[src/rtl/bus_cycle_sequencer_if.sv]
// Machine-cycle request and per-T-state strobe bundle between the CPU core and the bus sequencer.
// slave = sequencer side, master = core/requester side.
interface bus_cycle_sequencer_if;
  logic       cyc_start;
  logic [2:0] cyc_type;
  logic       notWAIT;
  logic       notBUSRQ;
  logic       halt_req;
  logic       cyc_ready;
  logic       cyc_done;
  logic       latch_din;
  logic       r_inc;
  logic       PI_SelectAdt1;
  logic       notPI_Activate_Ad_high;
  logic       notPI_Activate_Ad_low;
  logic       notPI_Activate_Dt;
  logic       notPI_Flag_M1;
  logic       notPI_Flag_MREQ;
  logic       notPI_Flag_RD;
  logic       notPI_Flag_WR;
  logic       notPI_Flag_IORQ;
  logic       notPI_Flag_RFSH;
  logic       notPI_Flag_BUSAK;
  logic       notPI_Flag_HALT;

  modport slave (
    input  cyc_start, cyc_type, notWAIT, notBUSRQ, halt_req,
    output cyc_ready, cyc_done, latch_din, r_inc, PI_SelectAdt1,
           notPI_Activate_Ad_high, notPI_Activate_Ad_low, notPI_Activate_Dt,
           notPI_Flag_M1, notPI_Flag_MREQ, notPI_Flag_RD, notPI_Flag_WR,
           notPI_Flag_IORQ, notPI_Flag_RFSH, notPI_Flag_BUSAK, notPI_Flag_HALT
  );

  modport master (
    output cyc_start, cyc_type, notWAIT, notBUSRQ, halt_req,
    input  cyc_ready, cyc_done, latch_din, r_inc, PI_SelectAdt1,
           notPI_Activate_Ad_high, notPI_Activate_Ad_low, notPI_Activate_Dt,
           notPI_Flag_M1, notPI_Flag_MREQ, notPI_Flag_RD, notPI_Flag_WR,
           notPI_Flag_IORQ, notPI_Flag_RFSH, notPI_Flag_BUSAK, notPI_Flag_HALT
  );
endinterface

[src/rtl/bus_cycle_sequencer.sv]
// T-state sequencer: machine-cycle request -> Moore-decoded active-low bus strobes, T1 one clock after accept.
// Requester holds cyc_start until cyc_ready; WAIT stretches T2 via TW, BUSRQ parks the bus in BUSGNT.
module bus_cycle_sequencer #(
  parameter int IO_AUTO_WAIT = 1,
  parameter bit RFSH_ENABLE  = 1'b1
) (
  input  logic              CLK,
  input  logic              notRESET,
  bus_cycle_sequencer_if.slave bus
);

  typedef enum logic [2:0] {
    S_IDLE   = 3'd0,
    S_T1     = 3'd1,
    S_T2     = 3'd2,
    S_TW     = 3'd3,
    S_T3     = 3'd4,
    S_T4     = 3'd5,
    S_BUSGNT = 3'd6
  } state_t;

  localparam logic [1:0] AUTO_W      = 2'(IO_AUTO_WAIT);
  localparam logic [1:0] AUTO_RELOAD = 2'(IO_AUTO_WAIT - 1);

  state_t     state_q, state_d;
  logic [2:0] type_q, type_d;
  logic [1:0] auto_q, auto_d;
  logic       halt_q, halt_d;

  logic is_m1, is_mrd, is_mwr, is_iord, is_iowr, is_io, is_int;
  logic in_t1, in_t2w, in_t3, in_t4, in_cyc, in_bg;
  logic done;

  assign is_m1   = (type_q == 3'd0);
  assign is_mrd  = (type_q == 3'd1);
  assign is_mwr  = (type_q == 3'd2);
  assign is_iord = (type_q == 3'd3);
  assign is_iowr = (type_q == 3'd4);
  assign is_io   = is_iord | is_iowr;
  assign is_int  = (type_q >= 3'd5);

  assign in_t1  = (state_q == S_T1);
  assign in_t2w = (state_q == S_T2) | (state_q == S_TW);
  assign in_t3  = (state_q == S_T3);
  assign in_t4  = (state_q == S_T4);
  assign in_cyc = in_t1 | in_t2w | in_t3 | in_t4;
  assign in_bg  = (state_q == S_BUSGNT);

  assign done = in_t4 | (in_t3 & ~is_m1);

  always_ff @(posedge CLK or negedge notRESET) begin
    if (!notRESET) begin
      state_q <= S_IDLE;
      type_q  <= 3'd0;
      auto_q  <= 2'd0;
      halt_q  <= 1'b0;
    end else begin
      state_q <= state_d;
      type_q  <= type_d;
      auto_q  <= auto_d;
      halt_q  <= halt_d;
    end
  end

  always_comb begin
    state_d = state_q;
    type_d  = type_q;
    auto_d  = auto_q;
    halt_d  = bus.halt_req;
    case (state_q)
      S_T1: state_d = S_T2;
      S_T2: begin
        if (is_int) begin
          state_d = S_T3;
        end else if (is_io && (AUTO_W != 2'd0)) begin
          // Forced IO waits run first; notWAIT is only looked at in the last of them.
          state_d = S_TW;
          auto_d  = AUTO_RELOAD;
        end else if (!bus.notWAIT) begin
          state_d = S_TW;
        end else begin
          state_d = S_T3;
        end
      end
      S_TW: begin
        if (auto_q != 2'd0) begin
          auto_d = auto_q - 2'd1;
        end else if (bus.notWAIT) begin
          state_d = S_T3;
        end
      end
      S_T3:     if (is_m1) state_d = S_T4;
      S_BUSGNT: if (bus.notBUSRQ) state_d = S_IDLE;
      default:  ;
    endcase
    // Arbitration point: bus request beats a pending start.
    if ((state_q == S_IDLE) || done) begin
      if (!bus.notBUSRQ) begin
        state_d = S_BUSGNT;
      end else if (bus.cyc_start) begin
        state_d = S_T1;
        type_d  = bus.cyc_type;
      end else begin
        state_d = S_IDLE;
      end
    end
  end

  assign bus.cyc_ready = ((state_q == S_IDLE) | done) & bus.notBUSRQ;
  assign bus.cyc_done  = done;
  assign bus.latch_din = in_t3 & (is_m1 | is_mrd | is_iord);
  assign bus.r_inc     = in_t4 & is_m1;
  assign bus.PI_SelectAdt1 = is_m1 & (in_t3 | in_t4);

  assign bus.notPI_Activate_Ad_high = ~(in_cyc & ~is_int);
  assign bus.notPI_Activate_Ad_low  = ~(in_cyc & ~is_int);
  assign bus.notPI_Activate_Dt      = ~((is_mwr | is_iowr) & (in_t1 | in_t2w | in_t3));

  assign bus.notPI_Flag_M1   = ~(is_m1 & (in_t1 | in_t2w));
  assign bus.notPI_Flag_MREQ = ~((is_m1 & (in_t1 | in_t2w | (in_t3 & RFSH_ENABLE))) |
                                 ((is_mrd | is_mwr) & (in_t1 | in_t2w | in_t3)));
  assign bus.notPI_Flag_RD   = ~((is_m1 & (in_t1 | in_t2w)) |
                                 (is_mrd & (in_t1 | in_t2w | in_t3)) |
                                 (is_iord & (in_t2w | in_t3)));
  assign bus.notPI_Flag_WR   = ~((is_mwr | is_iowr) & (in_t2w | in_t3));
  assign bus.notPI_Flag_IORQ = ~(is_io & (in_t2w | in_t3));
  assign bus.notPI_Flag_RFSH = ~(RFSH_ENABLE & is_m1 & (in_t3 | in_t4));
  assign bus.notPI_Flag_BUSAK = ~in_bg;
  assign bus.notPI_Flag_HALT  = ~halt_q;

endmodule

[src/flat_wrapper.sv]
// flat-port wrapper written by rule: the top's interface ports become plain ports
module bus_cycle_sequencer_flat 
#(
  parameter int IO_AUTO_WAIT = 1,
  parameter bit RFSH_ENABLE  = 1'b1
)
  (CLK, notRESET, bus_cyc_start, bus_cyc_type, bus_notWAIT, bus_notBUSRQ, bus_halt_req, bus_cyc_ready, bus_cyc_done, bus_latch_din, bus_r_inc, bus_PI_SelectAdt1, bus_notPI_Activate_Ad_high, bus_notPI_Activate_Ad_low, bus_notPI_Activate_Dt, bus_notPI_Flag_M1, bus_notPI_Flag_MREQ, bus_notPI_Flag_RD, bus_notPI_Flag_WR, bus_notPI_Flag_IORQ, bus_notPI_Flag_RFSH, bus_notPI_Flag_BUSAK, bus_notPI_Flag_HALT);
  bus_cycle_sequencer_if bus_i ();
  input  logic CLK;
  input  logic notRESET;
  input wire logic [$bits(bus_i.cyc_start)-1:0] bus_cyc_start;
  input wire logic [$bits(bus_i.cyc_type)-1:0] bus_cyc_type;
  input wire logic [$bits(bus_i.notWAIT)-1:0] bus_notWAIT;
  input wire logic [$bits(bus_i.notBUSRQ)-1:0] bus_notBUSRQ;
  input wire logic [$bits(bus_i.halt_req)-1:0] bus_halt_req;
  output wire logic [$bits(bus_i.cyc_ready)-1:0] bus_cyc_ready;
  output wire logic [$bits(bus_i.cyc_done)-1:0] bus_cyc_done;
  output wire logic [$bits(bus_i.latch_din)-1:0] bus_latch_din;
  output wire logic [$bits(bus_i.r_inc)-1:0] bus_r_inc;
  output wire logic [$bits(bus_i.PI_SelectAdt1)-1:0] bus_PI_SelectAdt1;
  output wire logic [$bits(bus_i.notPI_Activate_Ad_high)-1:0] bus_notPI_Activate_Ad_high;
  output wire logic [$bits(bus_i.notPI_Activate_Ad_low)-1:0] bus_notPI_Activate_Ad_low;
  output wire logic [$bits(bus_i.notPI_Activate_Dt)-1:0] bus_notPI_Activate_Dt;
  output wire logic [$bits(bus_i.notPI_Flag_M1)-1:0] bus_notPI_Flag_M1;
  output wire logic [$bits(bus_i.notPI_Flag_MREQ)-1:0] bus_notPI_Flag_MREQ;
  output wire logic [$bits(bus_i.notPI_Flag_RD)-1:0] bus_notPI_Flag_RD;
  output wire logic [$bits(bus_i.notPI_Flag_WR)-1:0] bus_notPI_Flag_WR;
  output wire logic [$bits(bus_i.notPI_Flag_IORQ)-1:0] bus_notPI_Flag_IORQ;
  output wire logic [$bits(bus_i.notPI_Flag_RFSH)-1:0] bus_notPI_Flag_RFSH;
  output wire logic [$bits(bus_i.notPI_Flag_BUSAK)-1:0] bus_notPI_Flag_BUSAK;
  output wire logic [$bits(bus_i.notPI_Flag_HALT)-1:0] bus_notPI_Flag_HALT;
  assign bus_i.cyc_start = bus_cyc_start;
  assign bus_i.cyc_type = bus_cyc_type;
  assign bus_i.notWAIT = bus_notWAIT;
  assign bus_i.notBUSRQ = bus_notBUSRQ;
  assign bus_i.halt_req = bus_halt_req;
  assign bus_cyc_ready = bus_i.cyc_ready;
  assign bus_cyc_done = bus_i.cyc_done;
  assign bus_latch_din = bus_i.latch_din;
  assign bus_r_inc = bus_i.r_inc;
  assign bus_PI_SelectAdt1 = bus_i.PI_SelectAdt1;
  assign bus_notPI_Activate_Ad_high = bus_i.notPI_Activate_Ad_high;
  assign bus_notPI_Activate_Ad_low = bus_i.notPI_Activate_Ad_low;
  assign bus_notPI_Activate_Dt = bus_i.notPI_Activate_Dt;
  assign bus_notPI_Flag_M1 = bus_i.notPI_Flag_M1;
  assign bus_notPI_Flag_MREQ = bus_i.notPI_Flag_MREQ;
  assign bus_notPI_Flag_RD = bus_i.notPI_Flag_RD;
  assign bus_notPI_Flag_WR = bus_i.notPI_Flag_WR;
  assign bus_notPI_Flag_IORQ = bus_i.notPI_Flag_IORQ;
  assign bus_notPI_Flag_RFSH = bus_i.notPI_Flag_RFSH;
  assign bus_notPI_Flag_BUSAK = bus_i.notPI_Flag_BUSAK;
  assign bus_notPI_Flag_HALT = bus_i.notPI_Flag_HALT;
  bus_cycle_sequencer #(.IO_AUTO_WAIT(IO_AUTO_WAIT), .RFSH_ENABLE(RFSH_ENABLE)) u_core (.CLK(CLK), .notRESET(notRESET), .bus(bus_i));
endmodule
[config.mk]
export PLATFORM = sky130hd
export DESIGN_NAME = bus_cycle_sequencer_flat
export DESIGN_NICKNAME = d
export VERILOG_FILES = /design/src/rtl/bus_cycle_sequencer_if.sv /design/src/rtl/bus_cycle_sequencer.sv /design/src/flat_wrapper.sv
export SDC_FILE = /design/constraint.sdc
export NUM_CORES = 1
export LEC_CHECK = 0
export CAP_MARGIN = 20
export CORE_MARGIN = 3
export CORE_UTILIZATION = 30
export CTS_BUF_LIST = sky130_fd_sc_hd__clkbuf_16
export DETAILED_ROUTE_END_ITERATION = 10
export PLACE_DENSITY_LB_ADDON = 0.12
export SLEW_MARGIN = 15
export SYNTH_ARGS = -nofsm -noshare
export SYNTH_HDL_FRONTEND = slang
export SYNTH_SLANG_ARGS = --single-unit
[constraint.sdc]
create_clock -name CLK -period 1.99 [get_ports CLK]
set_input_delay 0.398 -clock CLK [delete_from_list [all_inputs] [get_ports CLK]]
set_output_delay 0.398 -clock CLK [all_outputs]
set_load 0.01 [all_outputs]
Yosys cells after proc, flatten, opt, wreduce, memory -nomap -nowiden
Cells that the tools add are included.

Bits in read-only memories: 0. Word-level logic and storage cells: 89. Memories: 0. Latch bits: 0. Memory bits (writable): 0. Register bits after elaboration: 9. Bits of input ports: 9. Output and inout bits: 16.

Divide/modulo/power cells: 0. $mul: 0. Equality and inequality tests: 17. Bitwise gates (word level): 42. Shift-type cells: 0. Add/subtract/negate cells: 1. Reductions and logical operators: 9. Muxes and demuxes: 15. $lt $le $gt $ge: 1.

Operators with widths (number): 3-bit two-way mux (9); 1-bit OR (16); 3-bit case mux with 5 select lines (1); 1-bit bitwise AND (14); 3-bit by 2-bit equality test with 1-bit output (second input constant) (4); 3-bit equality test (second input constant) (4); 1-bit NOT (12); 3-bit != test (second input constant) (3); 3-bit by 1-bit equality test with 1-bit output (second input constant) (2); 3-bit logical NOT (2); 2-bit two-way mux (3); 6-bit nonzero test (1); 5-bit AND reduction (1); 2-bit != test (second input constant) (2); 2-bit case mux with 2 select lines (1); 4-bit AND reduction (1); 2-bit nonzero test (2); 3-bit >= comparator (second input constant) (1); 3-bit by 2-bit != test with 1-bit output (second input constant) (1); 3-bit AND reduction (1); 2-bit by 1-bit != test with 1-bit output (second input constant) (1); 2-bit by 1-bit subtractor with 2-bit output (second input constant) (1); 1-bit logical OR (1); 1-bit two-way mux (1).

Longest topological paths before layout
Gate-level depths: netlist of run 1.

Depth in word-level cells: 8. Gate-level depth with buffers: 6.

Worst setup path before layout of run 1
OpenSTA, ideal clock, no wires.

Path type: flip-flop to output port. Start: reg u_core.state_q[0]. End: out bus_notPI_Activate_Ad_low. Arrival: 1.295 ns. Slack: 0.297 ns. Path buffers: 2. Stages on the path, launching flop included: 6. Data required time: 1.592 ns. Cells stage by stage: dfrtp_1 > buf_6 > nor2_1 > nor2_1 > o21ai_0 > buf_4.

Longest elaborated chain between the ends: 7. Elaborated cells between the ends (all ways): 11.

Ends and longest elaborated chain: from (decl) (line bus_cycle_sequencer.sv:25) `state_t state_q, state_d;`; from (signal assigned) (line bus_cycle_sequencer.sv:58) `state_q <= state_d;`; 3-bit by 2-bit equality test with 1-bit output (line bus_cycle_sequencer.sv:43) `assign in_t2w = (state_q == S_T2) | (state_q == S_TW);`; 1-bit OR (line bus_cycle_sequencer.sv:43); 1-bit OR (2 in series) (line bus_cycle_sequencer.sv:46) `assign in_cyc = in_t1 | in_t2w | in_t3 | in_t4;`; 1-bit OR * (line bus_cycle_sequencer.sv:46); 1-bit bitwise AND *; 1-bit NOT *; to (decl) (line flat_wrapper.sv:22) `output wire logic [$bits(bus_i.notPI_Activate_Ad_low)-1:0] bus_notPI_Activate_Ad_low;`.

Every way passes the cells marked *; elsewhere a longest branch is shown, timed or not.

Final worst setup path of run 1
Start: reg u_core.state_q[2]. End: out bus_cyc_ready.

Longest elaborated chain between the ends: 5. Elaborated cells between the ends (all ways): 7.

Ends and longest elaborated chain: 3-bit equality test (line bus_cycle_sequencer.sv:44) `assign in_t3 = (state_q == S_T3);`; 1-bit bitwise AND (line bus_cycle_sequencer.sv:49) `assign done = in_t4 | (in_t3 & ~is_m1);`; 1-bit OR (line bus_cycle_sequencer.sv:49); 1-bit OR * (line bus_cycle_sequencer.sv:109) `assign bus.cyc_ready = ((state_q == S_IDLE) | done) & bus.notBUSRQ;`; 1-bit bitwise AND * (line bus_cycle_sequencer.sv:109); to (decl) (line flat_wrapper.sv:16) `output wire logic [$bits(bus_i.cyc_ready)-1:0] bus_cyc_ready;`.

Marks and branches as above.

==> impl_metrics.env, run 1 <==
export IMPL_cts_buffers=3
export IMPL_tritoncts="done"
export IMPL_rsz0062_at_grt="no"
export IMPL_layout_cells_non_filler=175
export IMPL_cts_num_sinks=9
export IMPL_slew_headroom=0.7343
export IMPL_use_met3=0.04751
export IMPL_viasPerCell=5.063
export IMPL_dp_hpwl_um=1798
export IMPL_yosysSeqAreaShare=0.2889
export IMPL_routed_wl_um=2506
export IMPL_path_cells="buf_4 > nor2b_4 > buf_12 > a211oi_4 > dlygate4sd2_1"
export IMPL_area_growth_pct=74.00
export IMPL_port_buffers=24
export IMPL_ctsLongestPathBuffers=2
export IMPL_startpoint="u_core.state_q[2]$_DFFE_PN0P_"
export IMPL_grt_use_met2=0.2741
export IMPL_synth_area_leaders="dfrtp_1 29%, mux2_4 5.8%, nand2_1 4.8%"
export IMPL_vdd_ir_drop_max_v=0.0008985
export IMPL_cp_arrival_ns=1.57
export IMPL_period_share=0.9870
export IMPL_synth_top_cell_area_share=0.2889
export IMPL_drv_slew=0
export IMPL_synthAdderAreaFrac=0.01605
export IMPL_worstSetupStartpointType="flop"
export IMPL_fin_nets=158
export IMPL_vias=886
export IMPL_grtUsageMet1=0.1958
export IMPL_wire_per_inst_um=14.32
export IMPL_dr_pass1_iters=4
export IMPL_setup_viol=0
export IMPL_synth_area_um2=779.5
export IMPL_min_path_type="primary input to asynchronous set/reset pin"
export IMPL_cp_max_fo=4
export IMPL_synth_seq_cells=9
export IMPL_grt_max_degree=10
export IMPL_reg2reg_from="u_core.state_q[2]$_DFFE_PN0P_"
export IMPL_yosys_area_share_simple=0.2729
export IMPL_synthFlopType="dfrtp_1"
export IMPL_synth_distinct_cells=35
export IMPL_synth_edff_count=0
export IMPL_overflow=0
export IMPL_drt_iter0_markers=22
export IMPL_antenna_found_initial=0
export IMPL_drcViolationCount=0
export IMPL_yosysWarnings=0
export IMPL_die_x_um=56.98
export IMPL_grt_util_all_layers=0.1578
export IMPL_synthXorXnorAreaFrac=0.02247
export IMPL_max_stage_delay_ns=0.40
export IMPL_avgSynthCellArea_um2=8.293
export IMPL_critPathRequiredTime_ns=1.59
export IMPL_grt_pass1_vias=910
export IMPL_antenna_left=0
export IMPL_period_needed_ns=1.964
export IMPL_synth_mux_area_frac=0.05778
export IMPL_clock_fmax_mhz=509.1
export IMPL_netlist_instances=94
export IMPL_end_kind="primary output"
export IMPL_p_per_area_nw_per_um2=1742
export IMPL_cap_violations=0
export IMPL_die_y_um=56.98
export IMPL_busiest_layer="met2"
export IMPL_path_class="flop to primary output"
export IMPL_synth_compound_area_frac=0.2440
export IMPL_cp_num_buf_inv=3
export IMPL_h_tree_depth=1
export IMPL_fin_worst_skew_ns=0.0003613
export IMPL_grt_pass1_wl_um=4029
export IMPL_leakagePower_uw=0.0006418
export IMPL_dpl_cell_count=162
export IMPL_path_delay_family="buffers and inverters"
export IMPL_rows=17
export IMPL_cp_slowest_cell="dfrtp_1"
export IMPL_num_io_pins=25
export IMPL_syn_nets=104
export IMPL_synth_top_family_by_area="simple AND/OR/NAND/NOR gates"
export IMPL_clk_pin_slew_ns=0.04
export IMPL_antennaDiodeCount=0
export IMPL_core_area_um2=2340
export IMPL_tightest_slew_ns=0.3973
export IMPL_status="finished clean"
export IMPL_die_area_um2=3246
export IMPL_synth_async_reset_ratio=1.000
export IMPL_finalSetupTns_ns=0
export IMPL_start_util=0.3332
export IMPL_finalHoldViolCount=0
export IMPL_finalCoreUtilization=0.5797
export IMPL_clock_latency_ns=0.23
export IMPL_drive_gt1_frac=0.3605
export IMPL_place_congestion=0.9233
export IMPL_synth_largest_area_cell="dfrtp_1"
export IMPL_clock_root_buffer="clkbuf_16"
-- layout by cell type (no fill, tap or decap), types with 2 or more instances in the layout --
cell type	instances
a21oi_1	7
o2bb2ai_1	2
mux2_4	3
nand3_1	2
nor2b_4	2
clkbuf_16	3
dlygate4sd2_1	12
inv_1	9
or3b_4	2
o22ai_1	2
o21ai_1	2
nor2_4	2
nand2_1	10
dfrtp_1	7
o21ai_0	3
buf_4	31
nor3_1	3
clkdlybuf4s50_1	10
nand2b_1	4
nor2_1	6
dfrtp_2	2
-- stage by stage --
step / worst slack (ns) / area [um^2] / hold WS (ns) / total power, uW
2_1_floorplan: 0.2971 / 779.5 / 0.1024 / 1142
3_3_place_gp: -0.1686 / 1181 / 0.4989 / 1826
3_5_place_dp: -0.2014 / 1181 / 0.5027 / 1834
4_1_cts: 0.01051 / 1323 / 0.4784 / 2284
5_1_grt: 0.002584 / 1356 / 0.4954 / 2521
6_report: 0.02581 / 1356 / 0.4632 / 2363
-- power by group --
group	switching [uW]	leakage [uW]	internal [uW]
Clock	81.6	0.0000423	262
Sequential	79.1	0.000108	254
Combinational	777	0.000492	909
Total	938	0.000642	1430
-- registers in the layout, indices dropped and copies added (netlist names) --
signal	cells
u_core.auto_q	2
u_core.halt_q	1
u_core.state_q	3
u_core.type_q	3
-- path summary, 6_finish.rpt --
path	cells past startpoint	to	slack [ns]
max reg2reg	7	u_core.type_q[0]$_DFFE_PN0P_	0.27
min	1	u_core.type_q[1]$_DFFE_PN0P_	0.46
max	5	bus_cyc_ready	0.03
max in group asynchronous	1	u_core.type_q[0]$_DFFE_PN0P_	1.22
min reg2reg	1	u_core.auto_q[1]$_DFFE_PN0P_	0.51
min in group CLK	1	u_core.auto_q[1]$_DFFE_PN0P_	0.51
-- final cells by class --
| cell class | instances | area, um^2 |
|---|---|---|
| clock buffers | 3 | 75.07 |
| clock inverters | 1 | 3.754 |
| fillers | 224 | 983.4 |
| inverters | 8 | 30.03 |
| multi-input cells | 70 | 511.7 |
| flip-flops and latches | 9 | 227.7 |
| well taps | 28 | 35.03 |
| repair buffers | 56 | 473.0 |
-- cells in the mapped netlist (3+ instances only) --
| library cell | number |
|---|---|
| nor3_1 | 3 |
| nor2_1 | 8 |
| buf_2 | 4 |
| nand2_1 | 10 |
| inv_1 | 8 |
| mux2_4 | 3 |
| nand2b_1 | 4 |
| dfrtp_1 | 9 |
| a21oi_1 | 7 |
| o21ai_0 | 6 |
-- metal layers --
metal / vias to the layer above / share of wire
li1: 430 / -
met1: 421 / 0.41
met2: 35 / 0.53
met3: 0 / 0.063
met4: 0 / 0
met5: - / 0
-- kinds of logic after synthesis --
kind of cell	after synthesis
buffers and inverters	15
DFF	9
adders and majority gates	1
AOI/OAI and AO/OA	27
and+or+nand+nor	37
xor gates and xnor gates	2
muxes	3
-- what timing repair did --
item                                    in CTS  in global routing
buffers inserted                             7                  2
hold buffers                                 0                  0
gates cloned                                 0                  0
endpoints found under the setup margin      14                  6
resized for setup                           26                  5
Power figures use the tool's default switching activity.
==> run 2: changes to the inputs <==
--- a/config.mk
+++ b/config.mk
@@ -6,11 +6,10 @@
 export NUM_CORES = 1
 export LEC_CHECK = 0
 export CAP_MARGIN = 20
-export CORE_MARGIN = 3
 export CORE_UTILIZATION = 30
 export CTS_BUF_LIST = sky130_fd_sc_hd__clkbuf_16
 export DETAILED_ROUTE_END_ITERATION = 10
-export PLACE_DENSITY_LB_ADDON = 0.12
+export PLACE_DENSITY = 0.64
 export SLEW_MARGIN = 15
 export SYNTH_ARGS = -nofsm -noshare
 export SYNTH_HDL_FRONTEND = slang
==> impl_metrics.env, run 2 (synthesized netlist as in run 1, its figures left out) <==
export IMPL_top_regs="u_core.state_q x3, u_core.type_q x3, u_core.auto_q x2"
export IMPL_min_path_type="primary input to asynchronous set/reset pin"
export IMPL_seq_power_share=0.157
export IMPL_die_x_um=52.98
export IMPL_status="finished clean"
export IMPL_slew_headroom=0.7432
export IMPL_clock_fmax_mhz=506.6
export IMPL_drive_gt1_frac=0.3497
export IMPL_fin_nets=154
export IMPL_multi_input_area_um2=494.2
export IMPL_start_util=0.3175
export IMPL_rows=18
export IMPL_clock_latency_ns=0.23
export IMPL_grt_pass1_vias=769
export IMPL_dr_pass1_iters=4
export IMPL_nFillCells=232
export IMPL_ff2ff_setup_slack_ns=0.14
export IMPL_vias=843
export IMPL_dp_hpwl_um=1676
export IMPL_antenna_left=0
export IMPL_port_buffers=24
export IMPL_antennaDiodeCount=0
export IMPL_core_area_um2=2455
export IMPL_die_area_um2=2806
export IMPL_final_cell_mix="27 x buf_4, 10 x dlygate4sd2_1, 9 x inv_1, 9 x nand2_1, 9 x clkdlybuf4s50_1"
export IMPL_cap_violations=0
export IMPL_p_int_uw=1331
export IMPL_wire_per_inst_um=12.92
export IMPL_hold_buffers=0
export IMPL_grt_util_all_layers=0.1740
export IMPL_drcViolationCount=0
export IMPL_p_per_area_nw_per_um2=1693
export IMPL_finalCoreUtilization=0.5311
export IMPL_setup_slack_ns=0.01587
export IMPL_cp_max_fo=5
export IMPL_clock_root_buffer="clkbuf_16"
export IMPL_setup_viol=0
export IMPL_period_needed_ns=1.974
export IMPL_die_y_um=52.98
export IMPL_area_growth_pct=67.26
export IMPL_h_tree_depth=1
export IMPL_layout_cells_non_filler=173
export IMPL_tightest_slew_ns=0.3839
export IMPL_viasPerCell=4.873
export IMPL_combinationalPowerShare=0.688
export IMPL_switching_share=0.3967
export IMPL_p_sw_uw=875.3
export IMPL_drv_slew=0
export IMPL_place_ws_ns=-0.2013
export IMPL_cts_buffers=3
export IMPL_cts_num_sinks=9
export IMPL_dpl_cell_count=164
export IMPL_leakagePower_uw=0.0006090
export IMPL_critPathRequiredTime_ns=1.59
export IMPL_ctsLongestPathBuffers=2
export IMPL_cp_arrival_ns=1.58
export IMPL_r2r_end="u_core.type_q[2]$_DFFE_PN0P_"
export IMPL_rsz0062_at_grt="yes"
export IMPL_antenna_found_initial=0
export IMPL_place_congestion=0.9087
export IMPL_overflow=0
export IMPL_routed_wl_um=2236
export IMPL_end_kind="primary output"
export IMPL_period_share=0.9920
export IMPL_grt_max_degree=10
export IMPL_r2r_cells=8
export IMPL_p_clk_frac=0.155
export IMPL_seq_area_um2=229.0
export IMPL_grt_pass1_wl_um=3450
export IMPL_power_total_uw=2207
export IMPL_tritoncts="done"
export IMPL_reg2reg_from="u_core.state_q[2]$_DFFE_PN0P_"
export IMPL_fin_worst_skew_ns=0.001572
export IMPL_drt_iter0_markers=17
export IMPL_layout_commonest_cell="buf_4"
export IMPL_num_io_pins=25
export IMPL_vdd_ir_drop_max_v=0.001194
export IMPL_worstSetupStartpointType="flop"
export IMPL_path_class="flop to primary output"
export IMPL_clk_pin_slew_ns=0.04
export IMPL_finalHoldViolCount=0
-- run 2: cell count changes in the layout (fill, tap and decap cells not counted), moves of 2 or more --
cell / change
buf_4: -4
dlygate4sd2_1: -2
nor2_2: +2
nor2_4: -2
-- run 2: critical path, stage by stage, from the launching register on --
cell and delay [ns]:
dfrtp_1 0.38, buf_4 0.16, nor2b_4 0.13, buf_4 0.13, buf_4 0.14, a211oi_4 0.24
buf_2 0.17
-- run 2: timing repair --
item / in CTS / in global routing
buffers inserted: 3 / 2
endpoints found under the setup margin: 15 / 11
gates resized for setup: 25 / 9
-- run 2: layer usage --
layer	vias up	part of all wire	track usage
met2	29	0.47	0.2785
met5	-	0	0
met1	386	0.47	0.2383
li1	428	-	-
met3	0	0.061	0.04310
met4	0	0	0.02632
-- run 2: layout make-up --
cell class,instances,share of cell area
repair buffers,52,0.3330
multi-input cells,70,0.3791
inverters,8,0.02303
well taps,30,0.02879
clock inverters,1,0.002879
flip-flops and latches,9,0.1756
clock buffers,3,0.05758
-- run 2: worst max-delay path by stage --
| stage | from | slack (ns) | to |
|---|---|---|---|
| floorplan | u_core.state_q[0]$_DFFE_PN0P_ | 0.30 | bus_notPI_Activate_Ad_low |
| global placement | bus_notBUSRQ | -0.16 | bus_cyc_ready |
| detailed placement | bus_notBUSRQ | -0.20 | bus_cyc_ready |
| CTS | u_core.state_q[2]$_DFFE_PN0P_ | 0.002 | bus_notPI_Flag_M1 |
| global route | u_core.state_q[2]$_DFFE_PN0P_ | -0.04 | bus_notPI_Activate_Ad_high |
| finish | u_core.state_q[2]$_DFFE_PN0P_ | 0.02 | bus_cyc_ready |
-- run 2: power groups by stage --
stage / Combinational, uW / Clock (uW) / Sequential (uW)
2_1_floorplan: 850 / 0 / 292
3_3_place_gp: 1450 / 0 / 356
3_5_place_dp: 1470 / 0 / 357
4_1_cts: 1440 / 350 / 364
5_1_grt: 1660 / 363 / 354
6_report: 1520 / 342 / 346
-- run 2: stage by stage --
step / cell area (um^2) / setup TNS, ns / hold WS [ns]
floorplan: 779.5 / 0 / 0.1024
global placement: 1184 / -0.1633 / 0.5000
detailed placement: 1184 / -0.2039 / 0.5195
CTS: 1276 / 0 / 0.4647
global route: 1304 / -0.1077 / 0.4852
finish: 1304 / 0 / 0.4571
